<file path="config.mk">
export PLATFORM = sky130hd
export DESIGN_NAME = lcd_line_writer_flat
export DESIGN_NICKNAME = d
export VERILOG_FILES = /design/src/rtl/lcd_line_writer_if.sv /design/src/rtl/lcd_line_writer.sv /design/src/flat_wrapper.sv
export SDC_FILE = /design/constraint.sdc
export NUM_CORES = 1
export LEC_CHECK = 0
export BUFFER_PORTS_ARGS = -buffer_cell sky130_fd_sc_hd__buf_2
export CAP_MARGIN = 20
export CORE_MARGIN = 2
export CORE_UTILIZATION = 50
export DETAILED_ROUTE_END_ITERATION = 8
export PLACE_DENSITY_LB_ADDON = 0.12
export SLEW_MARGIN = 20
export SYNTH_ARGS = -nofsm -noshare
export SYNTH_HDL_FRONTEND = slang
export SYNTH_SLANG_ARGS = --single-unit
</file>
<file path="constraint.sdc">
create_clock -name Clk_12MHz -period 36.7 [get_ports Clk_12MHz]
set_input_delay 5.505 -clock Clk_12MHz [delete_from_list [all_inputs] [get_ports Clk_12MHz]]
set_output_delay 5.505 -clock Clk_12MHz [all_outputs]
set_load 0.05 [all_outputs]
</file>
<file path="src/rtl/lcd_line_writer_if.sv">
// Control and panel signals between the frame controller, the clock divider and the line writer.
`timescale 1ns/1ps
interface lcd_line_writer_if #(
  parameter int LINE_PIXELS = 144
);
  logic                   clk_div;
  logic                   start;
  logic [7:0]             line_addr;
  logic [LINE_PIXELS-1:0] line_data;
  logic                   vcom;
  logic                   ready;
  logic                   done;
  logic                   lcd_scs;
  logic                   lcd_sclk;
  logic                   lcd_si;

  modport master (
    output clk_div, start, line_addr, line_data, vcom,
    input  ready, done, lcd_scs, lcd_sclk, lcd_si
  );

  modport slave (
    input  clk_div, start, line_addr, line_data, vcom,
    output ready, done, lcd_scs, lcd_sclk, lcd_si
  );
endinterface

</file>
<file path="src/rtl/lcd_line_writer.sv">
// Serialises one LS013B7DH01 gate-line write (mode, address, pixels, trailer) onto SCS/SCLK/SI,
// paced by ticks derived from the sampled clk_div.
`timescale 1ns/1ps
module lcd_line_writer #(
  parameter int LINE_PIXELS = 144,
  parameter int SETUP_TICKS = 6,
  parameter int HOLD_TICKS  = 2,
  parameter int GAP_TICKS   = 2
) (
  input  logic             Clk_12MHz,
  input  logic             Reset,
  lcd_line_writer_if.slave bus
);
  localparam int NBITS = 16 + LINE_PIXELS + 16;
  localparam int TMAX1 = (SETUP_TICKS > HOLD_TICKS) ? SETUP_TICKS : HOLD_TICKS;
  localparam int TMAX  = (TMAX1 > GAP_TICKS) ? TMAX1 : GAP_TICKS;
  localparam int CNT_W = $clog2(TMAX + 1);
  localparam logic [7:0] LAST_B = 8'(NBITS - 1);

  typedef enum logic [2:0] {
    S_IDLE,
    S_SETUP,
    S_SHIFT,
    S_HOLD,
    S_GAP
  } state_t;

  state_t                 r_state, w_state_nxt;
  logic                   r_div_p0, r_div_p1, r_div_p2;
  logic                   w_tick;
  logic [CNT_W-1:0]       r_cnt, w_cnt_nxt;
  logic [7:0]             r_b, w_b_nxt;
  logic                   r_phase, w_phase_nxt;
  logic                   r_ready, w_ready_nxt;
  logic                   r_done, w_done_nxt;
  logic                   r_scs, w_scs_nxt;
  logic                   r_sclk, w_sclk_nxt;
  logic                   r_si, w_si_nxt;
  logic                   w_accept;
  logic [7:0]             r_addr;
  logic                   r_vcom;
  logic [LINE_PIXELS-1:0] r_data;
  logic [NBITS-1:0]       w_stream;

  function automatic logic cnt_at(input logic [CNT_W-1:0] c, input int n);
    return c == CNT_W'(n);
  endfunction

  // p0/p1: two-flop synchroniser; p2: previous value for rising-edge detect
  always_ff @(posedge Clk_12MHz or posedge Reset) begin
    if (Reset) begin
      r_div_p0 <= 1'b0;
      r_div_p1 <= 1'b0;
      r_div_p2 <= 1'b0;
    end else begin
      r_div_p0 <= bus.clk_div;
      r_div_p1 <= r_div_p0;
      r_div_p2 <= r_div_p1;
    end
  end

  assign w_tick   = r_div_p1 & ~r_div_p2;
  assign w_accept = (r_state == S_IDLE) && r_ready && bus.start;

  // Line payload is captured once at accept and is data only, so it carries no reset
  always_ff @(posedge Clk_12MHz) begin
    if (w_accept) begin
      r_addr <= bus.line_addr;
      r_vcom <= bus.vcom;
      r_data <= bus.line_data;
    end
  end

  // Bit b of the transfer lives at w_stream[b]: M0=1, M1=vcom, 6 zeros, addr LSB first, pixels, 16 zeros
  assign w_stream = {16'b0, r_data, r_addr, 6'b0, r_vcom, 1'b1};

  always_comb begin
    w_state_nxt = r_state;
    w_cnt_nxt   = r_cnt;
    w_b_nxt     = r_b;
    w_phase_nxt = r_phase;
    w_ready_nxt = r_ready;
    w_done_nxt  = 1'b0;
    w_scs_nxt   = r_scs;
    w_sclk_nxt  = r_sclk;
    w_si_nxt    = r_si;
    unique case (r_state)
      S_IDLE: begin
        if (w_accept) begin
          w_ready_nxt = 1'b0;
          w_scs_nxt   = 1'b1;
          w_cnt_nxt   = '0;
          w_state_nxt = S_SETUP;
        end
      end
      S_SETUP: begin
        if (w_tick) begin
          if (cnt_at(r_cnt, SETUP_TICKS - 1)) begin
            w_cnt_nxt   = '0;
            w_b_nxt     = '0;
            w_phase_nxt = 1'b0;
            w_state_nxt = S_SHIFT;
          end else begin
            w_cnt_nxt = r_cnt + CNT_W'(1);
          end
        end
      end
      S_SHIFT: begin
        // SI only moves on the low phase so it is stable a full tick before each rise
        if (w_tick) begin
          if (!r_phase) begin
            w_sclk_nxt  = 1'b0;
            w_si_nxt    = w_stream[r_b];
            w_phase_nxt = 1'b1;
          end else begin
            w_sclk_nxt  = 1'b1;
            w_phase_nxt = 1'b0;
            if (r_b == LAST_B) begin
              w_cnt_nxt   = '0;
              w_state_nxt = S_HOLD;
            end else begin
              w_b_nxt = r_b + 8'd1;
            end
          end
        end
      end
      S_HOLD: begin
        if (w_tick) begin
          if (cnt_at(r_cnt, 0)) begin
            w_sclk_nxt = 1'b0;
            w_si_nxt   = 1'b0;
          end
          if (cnt_at(r_cnt, HOLD_TICKS)) begin
            w_scs_nxt   = 1'b0;
            w_cnt_nxt   = '0;
            w_state_nxt = S_GAP;
          end else begin
            w_cnt_nxt = r_cnt + CNT_W'(1);
          end
        end
      end
      S_GAP: begin
        if (w_tick) begin
          if (cnt_at(r_cnt, GAP_TICKS - 1)) begin
            w_done_nxt  = 1'b1;
            w_ready_nxt = 1'b1;
            w_cnt_nxt   = '0;
            w_state_nxt = S_IDLE;
          end else begin
            w_cnt_nxt = r_cnt + CNT_W'(1);
          end
        end
      end
      default: begin
        w_state_nxt = S_IDLE;
      end
    endcase
  end

  always_ff @(posedge Clk_12MHz or posedge Reset) begin
    if (Reset) begin
      r_state <= S_IDLE;
      r_cnt   <= '0;
      r_b     <= '0;
      r_phase <= 1'b0;
      r_ready <= 1'b1;
      r_done  <= 1'b0;
      r_scs   <= 1'b0;
      r_sclk  <= 1'b0;
      r_si    <= 1'b0;
    end else begin
      r_state <= w_state_nxt;
      r_cnt   <= w_cnt_nxt;
      r_b     <= w_b_nxt;
      r_phase <= w_phase_nxt;
      r_ready <= w_ready_nxt;
      r_done  <= w_done_nxt;
      r_scs   <= w_scs_nxt;
      r_sclk  <= w_sclk_nxt;
      r_si    <= w_si_nxt;
    end
  end

  assign bus.ready    = r_ready;
  assign bus.done     = r_done;
  assign bus.lcd_scs  = r_scs;
  assign bus.lcd_sclk = r_sclk;
  assign bus.lcd_si   = r_si;
endmodule

</file>
<file path="src/flat_wrapper.sv">
// flat-port wrapper written by rule: the top's interface ports become plain ports
module lcd_line_writer_flat 
#(
  parameter int LINE_PIXELS = 144,
  parameter int SETUP_TICKS = 6,
  parameter int HOLD_TICKS  = 2,
  parameter int GAP_TICKS   = 2
)
  (Clk_12MHz, Reset, bus_clk_div, bus_start, bus_line_addr, bus_line_data, bus_vcom, bus_ready, bus_done, bus_lcd_scs, bus_lcd_sclk, bus_lcd_si);
  lcd_line_writer_if #(.LINE_PIXELS(LINE_PIXELS)) bus_i ();
  input  logic Clk_12MHz;
  input  logic Reset;
  input wire logic [$bits(bus_i.clk_div)-1:0] bus_clk_div;
  input wire logic [$bits(bus_i.start)-1:0] bus_start;
  input wire logic [$bits(bus_i.line_addr)-1:0] bus_line_addr;
  input wire logic [$bits(bus_i.line_data)-1:0] bus_line_data;
  input wire logic [$bits(bus_i.vcom)-1:0] bus_vcom;
  output wire logic [$bits(bus_i.ready)-1:0] bus_ready;
  output wire logic [$bits(bus_i.done)-1:0] bus_done;
  output wire logic [$bits(bus_i.lcd_scs)-1:0] bus_lcd_scs;
  output wire logic [$bits(bus_i.lcd_sclk)-1:0] bus_lcd_sclk;
  output wire logic [$bits(bus_i.lcd_si)-1:0] bus_lcd_si;
  assign bus_i.clk_div = bus_clk_div;
  assign bus_i.start = bus_start;
  assign bus_i.line_addr = bus_line_addr;
  assign bus_i.line_data = bus_line_data;
  assign bus_i.vcom = bus_vcom;
  assign bus_ready = bus_i.ready;
  assign bus_done = bus_i.done;
  assign bus_lcd_scs = bus_i.lcd_scs;
  assign bus_lcd_sclk = bus_i.lcd_sclk;
  assign bus_lcd_si = bus_i.lcd_si;
  lcd_line_writer #(.LINE_PIXELS(LINE_PIXELS), .SETUP_TICKS(SETUP_TICKS), .HOLD_TICKS(HOLD_TICKS), .GAP_TICKS(GAP_TICKS)) u_core (.Clk_12MHz(Clk_12MHz), .Reset(Reset), .bus(bus_i));
endmodule
</file>
==> metrics.csv, run 1 <==
stage;metric;value;unit
power;power_per_cell_area;59.0;nW/um^2
synthesis;avgSynthCellArea;17.6;sq um
worst_setup_path;crit_type;flip-flop to output port;
detailed_routing;viasPerCell;5.48;
power;switchingPower;0.135;mW
die;fp-row-count;43;
clock_tree;cts_resized;0;
worst_setup_path;path_cells;buf_2;
timing;finalSetupViolCount;0;
final_layout;area_delta_synth_final;20.8;%
global_routing;met1_usage;24.4;%
timing;whs;355;ps
timing;relSlewSlack;39.2;%
power;p_int;0.380;mW
detailed_routing;routed_wl;14000;um
detailed_routing;drt_first_pass_iters;4;
detailed_routing;drc;0;
final_layout;nNetsFinal;730;
synthesis;ys.flop_type;edfxtp_1;
synthesis;synth_area_leaders;edfxtp_1 (64%), mux4_2 (7.8%), dfrtp_1 (7.6%);
power;pwr-share-clk;32.8;%
synthesis;synthesis.nets;569;
worst_setup_path;ff2ff_path_depth;7;
clock_tree;cts_buffers;17;
synthesis;synth_compound_area_share;5.75;%
timing;worst_pin_slew;910;ps
worst_setup_path;cpLargestDelayFamily;flip-flops;
synthesis;synth_area_leader_cell;edfxtp_1;
synthesis;yosysSeqAreaShare;71.6;%
power;p_leak;3.12;nW
die;fp.dieW;124;um
synthesis;synth-warning-count;0;
timing;finalCriticalPeriod;6720;ps
synthesis;synth_async_sr_flop_share;13.1;%
timing;slew_viol_final;0;
worst_setup_path;critPathLaunch;u_core.bus.ready;
synthesis;synthCells;411;
clock_tree;postCtsSetupBuffers;0;
timing;rsz0062_at_grt;no;
synthesis;yosys.area_share.simple;5.89;%
synthesis;ys_types;51;
synthesis;synth_top_family_by_area;multiplexers;
worst_setup_path;reg2reg_to;u_core.bus.lcd_si;
power;ir_drop;35.5;uV
synthesis;synthAdderAreaFrac;0.173;%
clock_tree;cts_hold_buf;0;
clock_tree;cts_tree;done;
timing;hold_viol_final;0;
worst_hold_path;hold_path.class;flip-flop to flip-flop;
die;die-area;15400;sq um
worst_setup_path;r2r-start;u_core.r_b[0];
final_layout;drive_gt1_share;38.7;%
clock_tree;root_buffer;clkbuf_16;
place;port_buffers;161;
timing;timing.final.crit_share;18.3;%
detailed_routing;wl_per_cell;18.3;um
synthesis;synth_edf_count;153;
global_routing;overflow;0;
clock_tree;clkTransAtPathRegs;60;ps
worst_setup_path;crit_path_top_delay_cell;dfstp_2;
detailed_routing;drt_iter0_markers;288;
timing;postLayoutSetupSlackWorst;29980;ps
outcome;status;finished clean;
timing;setup_tns;0;ps
clock_tree;insertion_delay;420;ps
power;sequentialPowerShare;49.0;%
place;dp_hpwl;9420;um
place;gp_congestion;0.824;
synthesis;syn_area;7220;sq um
clock_tree;cts_sinks;176;
final_layout;diodes;0;
place;pre_cts_ws;29480;ps
worst_setup_path;crit_path_max_incr_delay;540;ps
timing;clock_skew;9.74;ps
detailed_routing;ant_nets;0;
worst_setup_path;worstPathArrival;1210;ps
timing;max_freq;149;MHz
die;die_y;124;um
worst_setup_path;crit_fanout;3;
die;core_area;14000;sq um
power;power_frac_comb;18.2;%
detailed_routing;vias;4190;
worst_setup_path;required;31190;ps
final_layout;finalInstanceArea;8720;sq um
global_routing;met2_usage;29.8;%
global_routing;use_met3;5.68;%
global_routing;track_usage;18.6;%
synthesis;synth.top_cell.area_share;63.6;%
die;start_util;51.6;%
worst_setup_path;critPathLaunchType;flip-flop;
global_routing;grt_pass1_wl;22100;um
clock_tree;cts_buffer_depth;2;
worst_setup_path;r2r_slack;33790;ps
worst_setup_path;crit_end;bus_ready;
die;ios;162;
worst_setup_path;end_kind;output port;
power;p_sw_share;26.2;%
global_routing;grt_max_degree;90;
synthesis;synthMuxAreaShare;14.2;%
place;place_area;8150;sq um
global_routing;grt_pass1_vias;4301;
run;maxCapViolCount;0;
synthesis;synthXorXnorAreaFrac;0;%
global_routing;antenna_found_initial;0;
worst_setup_path;path_depth;1;
synthesis;synth_seq_cells;176;
global_routing;grt.busiest_layer;met2;
worst_setup_path;critical_path_buf_inv_count;1;
clock_tree;cts.htree.levels;4;
==> flip-flops by register name (all words and copies together), names as in the netlist <==
name / count
u_core.r_cnt: 3
u_core.r_div_p1: 1
u_core.r_phase: 1
u_core.r_b: 8
u_core.r_div_p2: 1
u_core.bus.lcd_scs: 1
u_core.r_data: 144
u_core.r_state: 3
u_core.r_vcom: 1
u_core.bus.done: 1
u_core.bus.ready: 1
u_core.r_addr: 8
u_core.bus.lcd_sclk: 1
u_core.bus.lcd_si: 1
u_core.r_div_p0: 1
==> cells in the mapped netlist (all sizes together), types with 3 or more instances <==
library cell  count
o31ai             5
a21oi             8
nand2            21
or3               3
or2               3
dfrtp            22
nand3            11
mux2i            21
edfxtp          153
clkbuf            9
o41ai             3
mux4             33
o21ai            17
nor2             19
mux2              4
nor2b             6
a22oi             3
nand3b            3
a31oi             7
nand2b            6
inv               6
buf              15
o22ai             4
==> per-stage QoR <==
| step | instances | total power [mW] | util [%] |
|---|---|---|---|
| after global routing | 764 | 0.539 | 62.4 |
| final | 764 | 0.515 | 62.4 |
| after CTS | 763 | 0.519 | 62.2 |
| after floorplan | 411 | 0.332 | - |
| after global placement | 732 | 0.347 | 58.2 |
| after detailed placement | 732 | 0.350 | 58.2 |
==> cell type report <==
type,instances,area [sq um]
clock buffers,19,433
multi-input cells,205,1890
inverters,6,22.5
well taps,180,225
fillers,1051,5260
flip-flops and latches,176,5170
clock inverters,12,119
repair buffers,166,863
==> kinds of logic after synthesis <==
family	count (synthesis)
adders and majority gates	1
and+or+nand+nor	83
DFF	176
buffers and inverters	30
AOI/OAI and AO/OA	63
muxes	58
==> cells in the final DEF (no fill, tap or decap), types with 2 or more instances in the layout <==
cell type  instances
nand3_1           11
o31ai_1            5
buf_2            161
a31oi_1            7
mux2i_1           21
nand2b_1           5
nand3b_1           3
clkbuf_16         17
o22ai_1            4
mux4_2            25
o41ai_1            3
clkinv_2           2
nand2_1           21
and3_1             2
a21oi_1            8
o21ai_0           17
or3_1              3
clkbuf_1           2
edfxtp_1         153
nand4b_1           2
nor3b_1            2
dfrtp_1           20
bufinv_16          2
nor2b_1            6
clkinv_1           4
clkinv_4           2
dfrtp_2            2
buf_4              4
a311oi_1           2
mux4_1             8
o221ai_1           2
nor2_1            19
mux2_2             4
a22o_1             2
a22oi_1            3
inv_1              6
==> metal layers <==
layer / vias to the layer above / wire, um
met5: - / 0
met4: 0 / 231
met3: 18 / 853
met2: 139 / 6960
met1: 2052 / 5960
li1: 1981 / -
==> how the worst min path moves through the flow <==
stage	from	endpoint	slack (ps)	cells after the start
2_1_floorplan	u_core.r_div_p0	u_core.r_div_p1	330	0
3_3_place_gp	u_core.r_div_p0	u_core.r_div_p1	340	0
3_5_place_dp	u_core.r_div_p0	u_core.r_div_p1	340	0
4_1_cts	u_core.r_div_p0	u_core.r_div_p1	360	0
5_1_grt	u_core.r_div_p0	u_core.r_div_p1	370	0
6_report	u_core.r_div_p0	u_core.r_div_p1	360	0
==> worst reg2reg max path: stages (launching register included) <==
cell	delay, ps
dfrtp_2	340
buf_4	690
mux4_2	650
a22oi_1	190
a31oi_1	150
a2111oi_0	420
a21boi_0	270
o41ai_1	100
==> power groups by stage <==
stage	Combinational (mW)	Sequential, mW	Clock (mW)
floorplan	0.0693	0.263	0
global placement	0.0917	0.256	0
detailed placement	0.0937	0.257	0
CTS	0.0941	0.253	0.173
global route	0.102	0.255	0.182
finish	0.0936	0.252	0.169
Power figures use the tool's default switching activity.
==> run 2, diff against run 1 <==
clock period = 7 ns   (was 36.7 ns; I/O delays follow)
==> metrics.csv, run 2 (synthesis gave the netlist of run 1 again) <==
stage;metric;value;unit;change
clock_tree;cts_sinks;176;;unchanged
global_routing;overflow;0;;unchanged
global_routing;use_met3;6.07;%;was 5.68%
detailed_routing;routed_wl;14100;um;was 14000 um
die;fp.dieW;124;um;unchanged
final_layout;top_register;u_core.r_data;;unchanged
clock_tree;cts_hold_buf;0;;unchanged
clock_tree;insertion_delay;420;ps;about the same
final_layout;biggestRegsByFlops;u_core.r_data x144, u_core.r_addr x8, u_core.r_b x8;;unchanged
outcome;status;finished clean;;unchanged
power;p_sw_share;27.4;%;was 26.2%
worst_setup_path;crit_path_max_incr_delay;1000;ps;was 540 ps
timing;rsz0062_at_grt;no;;unchanged
detailed_routing;wl_per_cell;18.5;um;was 18.3 um
place;gp_congestion;0.844;;was 0.824
clock_tree;cts_tree;done;;unchanged
global_routing;grt_pass1_wl;22800;um;was 22100 um
timing;finalSetupViolCount;0;;unchanged
detailed_routing;ant_nets;0;;unchanged
global_routing;track_usage;19.3;%;was 18.6%
power;power_per_cell_area;305;nW/um^2;was 59.0 nW/um^2
die;ios;162;;unchanged
clock_tree;cts.htree.levels;4;;unchanged
worst_setup_path;crit_fanout;49;;was 3
global_routing;met2_usage;30.3;%;was 29.8%
power;pwr-share-clk;31.7;%;was 32.8%
power;p_total;2.65;mW;was 0.515 mW
worst_setup_path;r2r_slack;4170;ps;was 33790 ps
worst_setup_path;reg2reg_to;u_core.bus.lcd_si;;unchanged
final_layout;drive_gt1_share;38.8;%;was 38.7%
die;fp-row-count;43;;unchanged
global_routing;met1_usage;26.3;%;was 24.4%
detailed_routing;drc;0;;unchanged
timing;worst_pin_slew;885;ps;was 910 ps
final_layout;area_delta_synth_final;20.0;%;was 20.8%
final_layout;nNetsFinal;727;;was 730
clock_tree;cts_resized;0;;unchanged
clock_tree;clkTransAtPathRegs;60;ps;about the same
die;die_y;124;um;unchanged
global_routing;antenna_found_initial;0;;unchanged
timing;clock_skew;8.71;ps;was 9.74 ps
final_layout;diodes;0;;unchanged
final_layout;largest_reg_flops;144;;unchanged
worst_setup_path;required;7300;ps;was 31190 ps
clock_tree;cts_buffer_depth;2;;unchanged
power;switchingPower;0.726;mW;was 0.135 mW
power;ir_drop;242;uV;was 35.5 uV
worst_setup_path;ff2ff_path_depth;5;;was 7
worst_setup_path;path_cells;mux4_1, mux2_2, or3_1, a311oi_1, o41ai_1;;was buf_2
clock_tree;postCtsSetupBuffers;0;;unchanged
worst_setup_path;cpLargestDelayFamily;flip-flops;;unchanged
timing;slew_viol_final;0;;unchanged
detailed_routing;drt_iter0_markers;405;;was 288
worst_setup_path;critPathLaunchType;flip-flop;;unchanged
clock_tree;cts_buffers;17;;unchanged
run;maxCapViolCount;0;;unchanged
worst_setup_path;crit_end;u_core.bus.lcd_si;;was bus_ready
worst_hold_path;hold_path.class;flip-flop to flip-flop;;unchanged
worst_setup_path;critPathLaunch;u_core.r_b[0];;was u_core.bus.ready
global_routing;grt_pass1_vias;4349;;was 4301
timing;finalCriticalPeriod;2830;ps;
timing;relSlewSlack;40.9;%;was 39.2%
timing;setup_tns;0;ps;unchanged
global_routing;grt_max_degree;92;;was 90
place;dp_hpwl;9570;um;was 9420 um
die;die-area;15400;sq um;unchanged
final_layout;mostFrequentLayoutCell;buf_2;;unchanged
timing;max_freq;353;MHz;
worst_setup_path;crit_path_top_delay_cell;dfrtp_4;;was dfstp_2
worst_setup_path;path_depth;5;;was 1
detailed_routing;vias;4202;;was 4190
place;port_buffers;161;;unchanged
power;power_frac_comb;16.3;%;was 18.2%
worst_setup_path;end_kind;flip-flop;;was output port
clock_tree;root_buffer;clkbuf_16;;unchanged
final_layout;layout_common_cells;buf_2 (161), edfxtp_1 (153), mux4_2 (25), nand2_1 (21), mux2i_1 (21);;unchanged
power;p_leak;3.07;nW;was 3.12 nW
worst_setup_path;worstPathArrival;3140;ps;was 1210 ps
timing;timing.final.crit_share;40.5;%;
worst_setup_path;crit_type;flip-flop to flip-flop;;was flip-flop to output port
power;p_int;1.92;mW;was 0.380 mW
global_routing;grt.busiest_layer;met2;;unchanged
worst_setup_path;r2r-start;u_core.r_b[0];;unchanged
detailed_routing;drt_first_pass_iters;5;;was 4
power;sequentialPowerShare;52.1;%;was 49.0%
die;start_util;51.6;%;unchanged
worst_setup_path;critical_path_buf_inv_count;0;;was 1
timing;hold_viol_final;0;;unchanged
detailed_routing;viasPerCell;5.51;;was 5.48
die;core_area;14000;sq um;unchanged
-- run 2: changes by cell type in the layout (fill, tap and decap cells not counted), sizes merged --
cell / change
clkinv: -3
bufinv: -2
buf: -3
clkinvlp: +3
clkbuf: +1
inv: +2
-- run 2: power by group through the flow --
stage	sequential (mW)	clock, mW	combinational, mW
4_1_cts	1.38	0.859	0.435
2_1_floorplan	1.35	0	0.369
3_3_place_gp	1.40	0	0.425
6_report	1.38	0.839	0.430
3_5_place_dp	1.40	0	0.433
5_1_grt	1.40	0.906	0.470
-- run 2: worst min path at each step --
stage	startpoint	to	slack, ps	depth (start not counted)
floorplan	u_core.r_div_p0	u_core.r_div_p1	330	0
global placement	u_core.r_div_p0	u_core.r_div_p1	350	0
detailed placement	u_core.r_div_p0	u_core.r_div_p1	340	0
CTS	u_core.r_div_p0	u_core.r_div_p1	360	0
global route	u_core.r_div_p0	u_core.r_div_p1	370	0
finish	u_core.r_div_p0	u_core.r_div_p1	360	0
-- run 2: metrics by stage --
step	utilization, %	setup slack [ps]	cells	instance area [sq um]	hold slack (ps)
floorplan	-	560	411	7240	331
CTS	61.9	4170	762	8670	363
global route	62.0	3960	762	8670	375
finish	62.0	4170	762	8670	356
detailed placement	58.2	4190	730	8140	336
global placement	58.2	4270	730	8140	346
-- run 2: layout make-up --
class	count	area, sq um
tap	180	225
fill	1077	5320
multi-input combinational	205	1900
timing repair buffer	163	825
clock inverter	12	86.3
sequential	176	5180
inverter	6	22.5
clock buffer	20	437
-- run 2: metal layers --
| layer | up-vias | share of wire [%] |
|---|---|---|
| li1 | 1975 | - |
| met1 | 2073 | 43 |
| met2 | 138 | 49 |
| met3 | 16 | 6.0 |
| met4 | 0 | 1.3 |
| met5 | - | 0 |
==> run 3, diff against run 2 <==
CORE_UTILIZATION = 49   (was 50)
clock period = 2.3 ns   (was 7 ns; I/O delays follow)
==> metrics.csv, run 3 (synthesis gave the netlist of run 1 again) <==
stage;metric;value;unit;change
worst_setup_path;ff2ff_path_depth;6;;was 5
detailed_routing;routed_wl;14700;um;was 14100 um
run;maxCapViolCount;0;;unchanged
clock_tree;root_buffer;clkbuf_16;;unchanged
worst_hold_path;hold_path.class;input port to flip-flop;;was flip-flop to flip-flop
final_layout;finalInstanceArea;9070;sq um;was 8670 sq um
global_routing;grt_pass1_vias;4350;;was 4349
final_layout;biggestRegsByFlops;u_core.r_data x144, u_core.r_addr x8, u_core.r_b x8;;unchanged
final_layout;mostFrequentLayoutCell;buf_2;;unchanged
global_routing;grt_max_degree;92;;unchanged
timing;finalSetupViolCount;0;;unchanged
worst_setup_path;path_cells;buf_12, mux4_1, mux4_2, o2111ai_2, o21a_1, o41ai_1;;was mux4_1, mux2_2, or3_1, a311oi_1, o41ai_1
clock_tree;insertion_delay;420;ps;about the same
place;place_area;8360;sq um;was 8140 sq um
outcome;status;finished clean;;unchanged
worst_setup_path;reg2reg_to;u_core.bus.lcd_si;;unchanged
worst_hold_path;hp-start;bus_clk_div;;was u_core.r_div_p0
worst_setup_path;end_kind;flip-flop;;unchanged
worst_hold_path;min_delay_worst_endpoint;u_core.r_div_p0;;was u_core.r_div_p1
place;placed_cells;753;;was 730
clock_tree;cts_sinks;176;;unchanged
place;pre_cts_ws;1.13;ps;was 4190 ps
worst_setup_path;critical_path_buf_inv_count;1;;was 0
detailed_routing;vias;4276;;was 4202
detailed_routing;ant_nets;0;;unchanged
timing;postLayoutSetupSlackWorst;92.6;ps;was 4170 ps
global_routing;grt_pass1_wl;23300;um;was 22800 um
final_layout;diodes;0;;unchanged
timing;relSlewSlack;65.7;%;was 40.9%
global_routing;track_usage;19.5;%;was 19.3%
final_layout;layout_common_cells;buf_2 (161), edfxtp_1 (153), mux4_2 (25), mux2i_1 (21);;was buf_2 (161), edfxtp_1 (153), mux4_2 (25), nand2_1 (21), mux2i_1 (21)
clock_tree;cts_tree;done;;unchanged
final_layout;top_register;u_core.r_data;;unchanged
detailed_routing;wl_per_cell;18.6;um;was 18.5 um
clock_tree;cts_buffers;17;;unchanged
place;gp_congestion;0.893;;was 0.844
detailed_routing;viasPerCell;5.43;;was 5.51
die;core_area;14500;sq um;was 14000 sq um
timing;clock_skew;11.1;ps;was 8.71 ps
final_layout;utilization;62.6;%;was 62.0%
die;fp.dieW;125;um;was 124 um
timing;hold_viol_final;0;;unchanged
global_routing;overflow;0;;unchanged
worst_setup_path;crit_fanout;10;;was 49
die;die_y;125;um;was 124 um
timing;finalCriticalPeriod;2210;ps;was 2830 ps
final_layout;drive_gt1_share;42.5;%;was 38.8%
worst_setup_path;r2r-start;u_core.r_b[0];;unchanged
timing;rsz0062_at_grt;yes;;was no
worst_setup_path;worstPathArrival;2510;ps;was 3140 ps
worst_setup_path;crit_type;flip-flop to flip-flop;;unchanged
worst_setup_path;r2r_slack;90;ps;was 4170 ps
detailed_routing;drt_iter0_markers;307;;was 405
place;port_buffers;161;;unchanged
detailed_routing;drc;0;;unchanged
final_layout;nFillCells;1060;;was 1077
die;fp-row-count;44;;was 43
worst_setup_path;crit_path_max_incr_delay;550;ps;was 1000 ps
timing;setup_tns;0;ps;unchanged
final_layout;layout.cells.non_filler;788;;was 762
worst_setup_path;critPathLaunchType;flip-flop;;unchanged
detailed_routing;drt_first_pass_iters;4;;was 5
clock_tree;cts_buffer_depth;2;;unchanged
power;power_per_cell_area;961;nW/um^2;was 305 nW/um^2
timing;timing.final.crit_share;96.0;%;was 40.5%
clock_tree;cts.htree.levels;4;;unchanged
die;die-area;15700;sq um;was 15400 sq um
place;dp_hpwl;10500;um;was 9570 um
power;ir_drop;542;uV;was 242 uV
worst_hold_path;hold_path_depth;1;;was 0
die;start_util;49.9;%;was 51.6%
final_layout;nNetsFinal;750;;was 727
worst_setup_path;cpLargestDelayFamily;multiplexers;;was flip-flops
final_layout;area_delta_synth_final;25.5;%;was 20.0%
timing;slew_viol_final;0;;unchanged
final_layout;largest_reg_flops;144;;unchanged
timing;max_freq;453;MHz;was 353 MHz
worst_setup_path;crit_path_top_delay_cell;mux4_1;;was dfrtp_4
worst_setup_path;required;2600;ps;was 7300 ps
clock_tree;clkTransAtPathRegs;60;ps;about the same
timing;worst_pin_slew;514;ps;was 885 ps
die;ios;162;;unchanged
power;p_leak;3.28;nW;was 3.07 nW
global_routing;antenna_found_initial;0;;unchanged
-- run 3: power by group --
part           switching (mW)  internal (mW)  leakage (nW)
Clock                    1.17           1.83         0.298
Sequential              0.199           3.80          1.67
Combinational           0.900          0.819          1.32
Total                    2.27           6.45          3.28
-- run 3: metrics by stage --
| step | hold WS [ps] | power (mW) |
|---|---|---|
| final | 36.8 | 8.72 |
| after global routing | 24.2 | 9.10 |
| after CTS | 24.2 | 8.75 |
| after detailed placement | 348 | 5.74 |
| after global placement | 345 | 5.69 |
| after floorplan | 331 | 5.24 |
-- run 3: area by class of cell --
cell class / instances / area, sq um / share of cell area [%]
clock buffer: 19 / 433 / 4.77
clock inverter: 12 / 183 / 2.01
inverter: 6 / 22.5 / 0.248
multi-input combinational: 205 / 1940 / 21.4
sequential: 176 / 5170 / 57.1
tap: 184 / 230 / 2.54
timing repair buffer: 186 / 1080 / 11.9
-- run 3: worst reg2reg max path, cell delays in order (launching register included) --
cell,delay (ps)
dfrtp_2,450
buf_12,160
mux4_1,560
mux4_2,500
o2111ai_2,190
o21a_1,150
o41ai_1,70
-- run 3: what timing repair did --
| item | 4_1_cts | 5_1_grt |
|---|---|---|
| endpoints found under the setup margin | 1 | 2 |
| endpoints found under the hold margin | 12 | 0 |
| pin swaps | 0 | 0 |
| gates resized for setup | 2 | 12 |
| setup buffers | 0 | 3 |
| hold buffers | 1 | 0 |
-- run 3: routing by layer --
metal  part of all wire [%]  vias up  track usage (%)
met5                      0        -                0
met4                    1.3        0             7.58
li1                       -     2016                -
met1                     43     2094             26.5
met3                    5.9       17             4.96
met2                     50      149             30.7
-- run 3: how the worst max path moves through the flow --
stage | slack, ps | depth (start not counted) | to | from
floorplan | -3820 | 2 | u_core.r_addr[0] | u_core.bus.ready
global placement | 30 | 7 | u_core.bus.lcd_si | u_core.r_b[0]
detailed placement | 1 | 7 | u_core.bus.lcd_si | u_core.r_b[0]
CTS | 30 | 6 | u_core.bus.lcd_si | u_core.r_b[0]
global route | -20 | 6 | u_core.bus.lcd_si | u_core.r_b[0]
finish | 90 | 6 | u_core.bus.lcd_si | u_core.r_b[0]
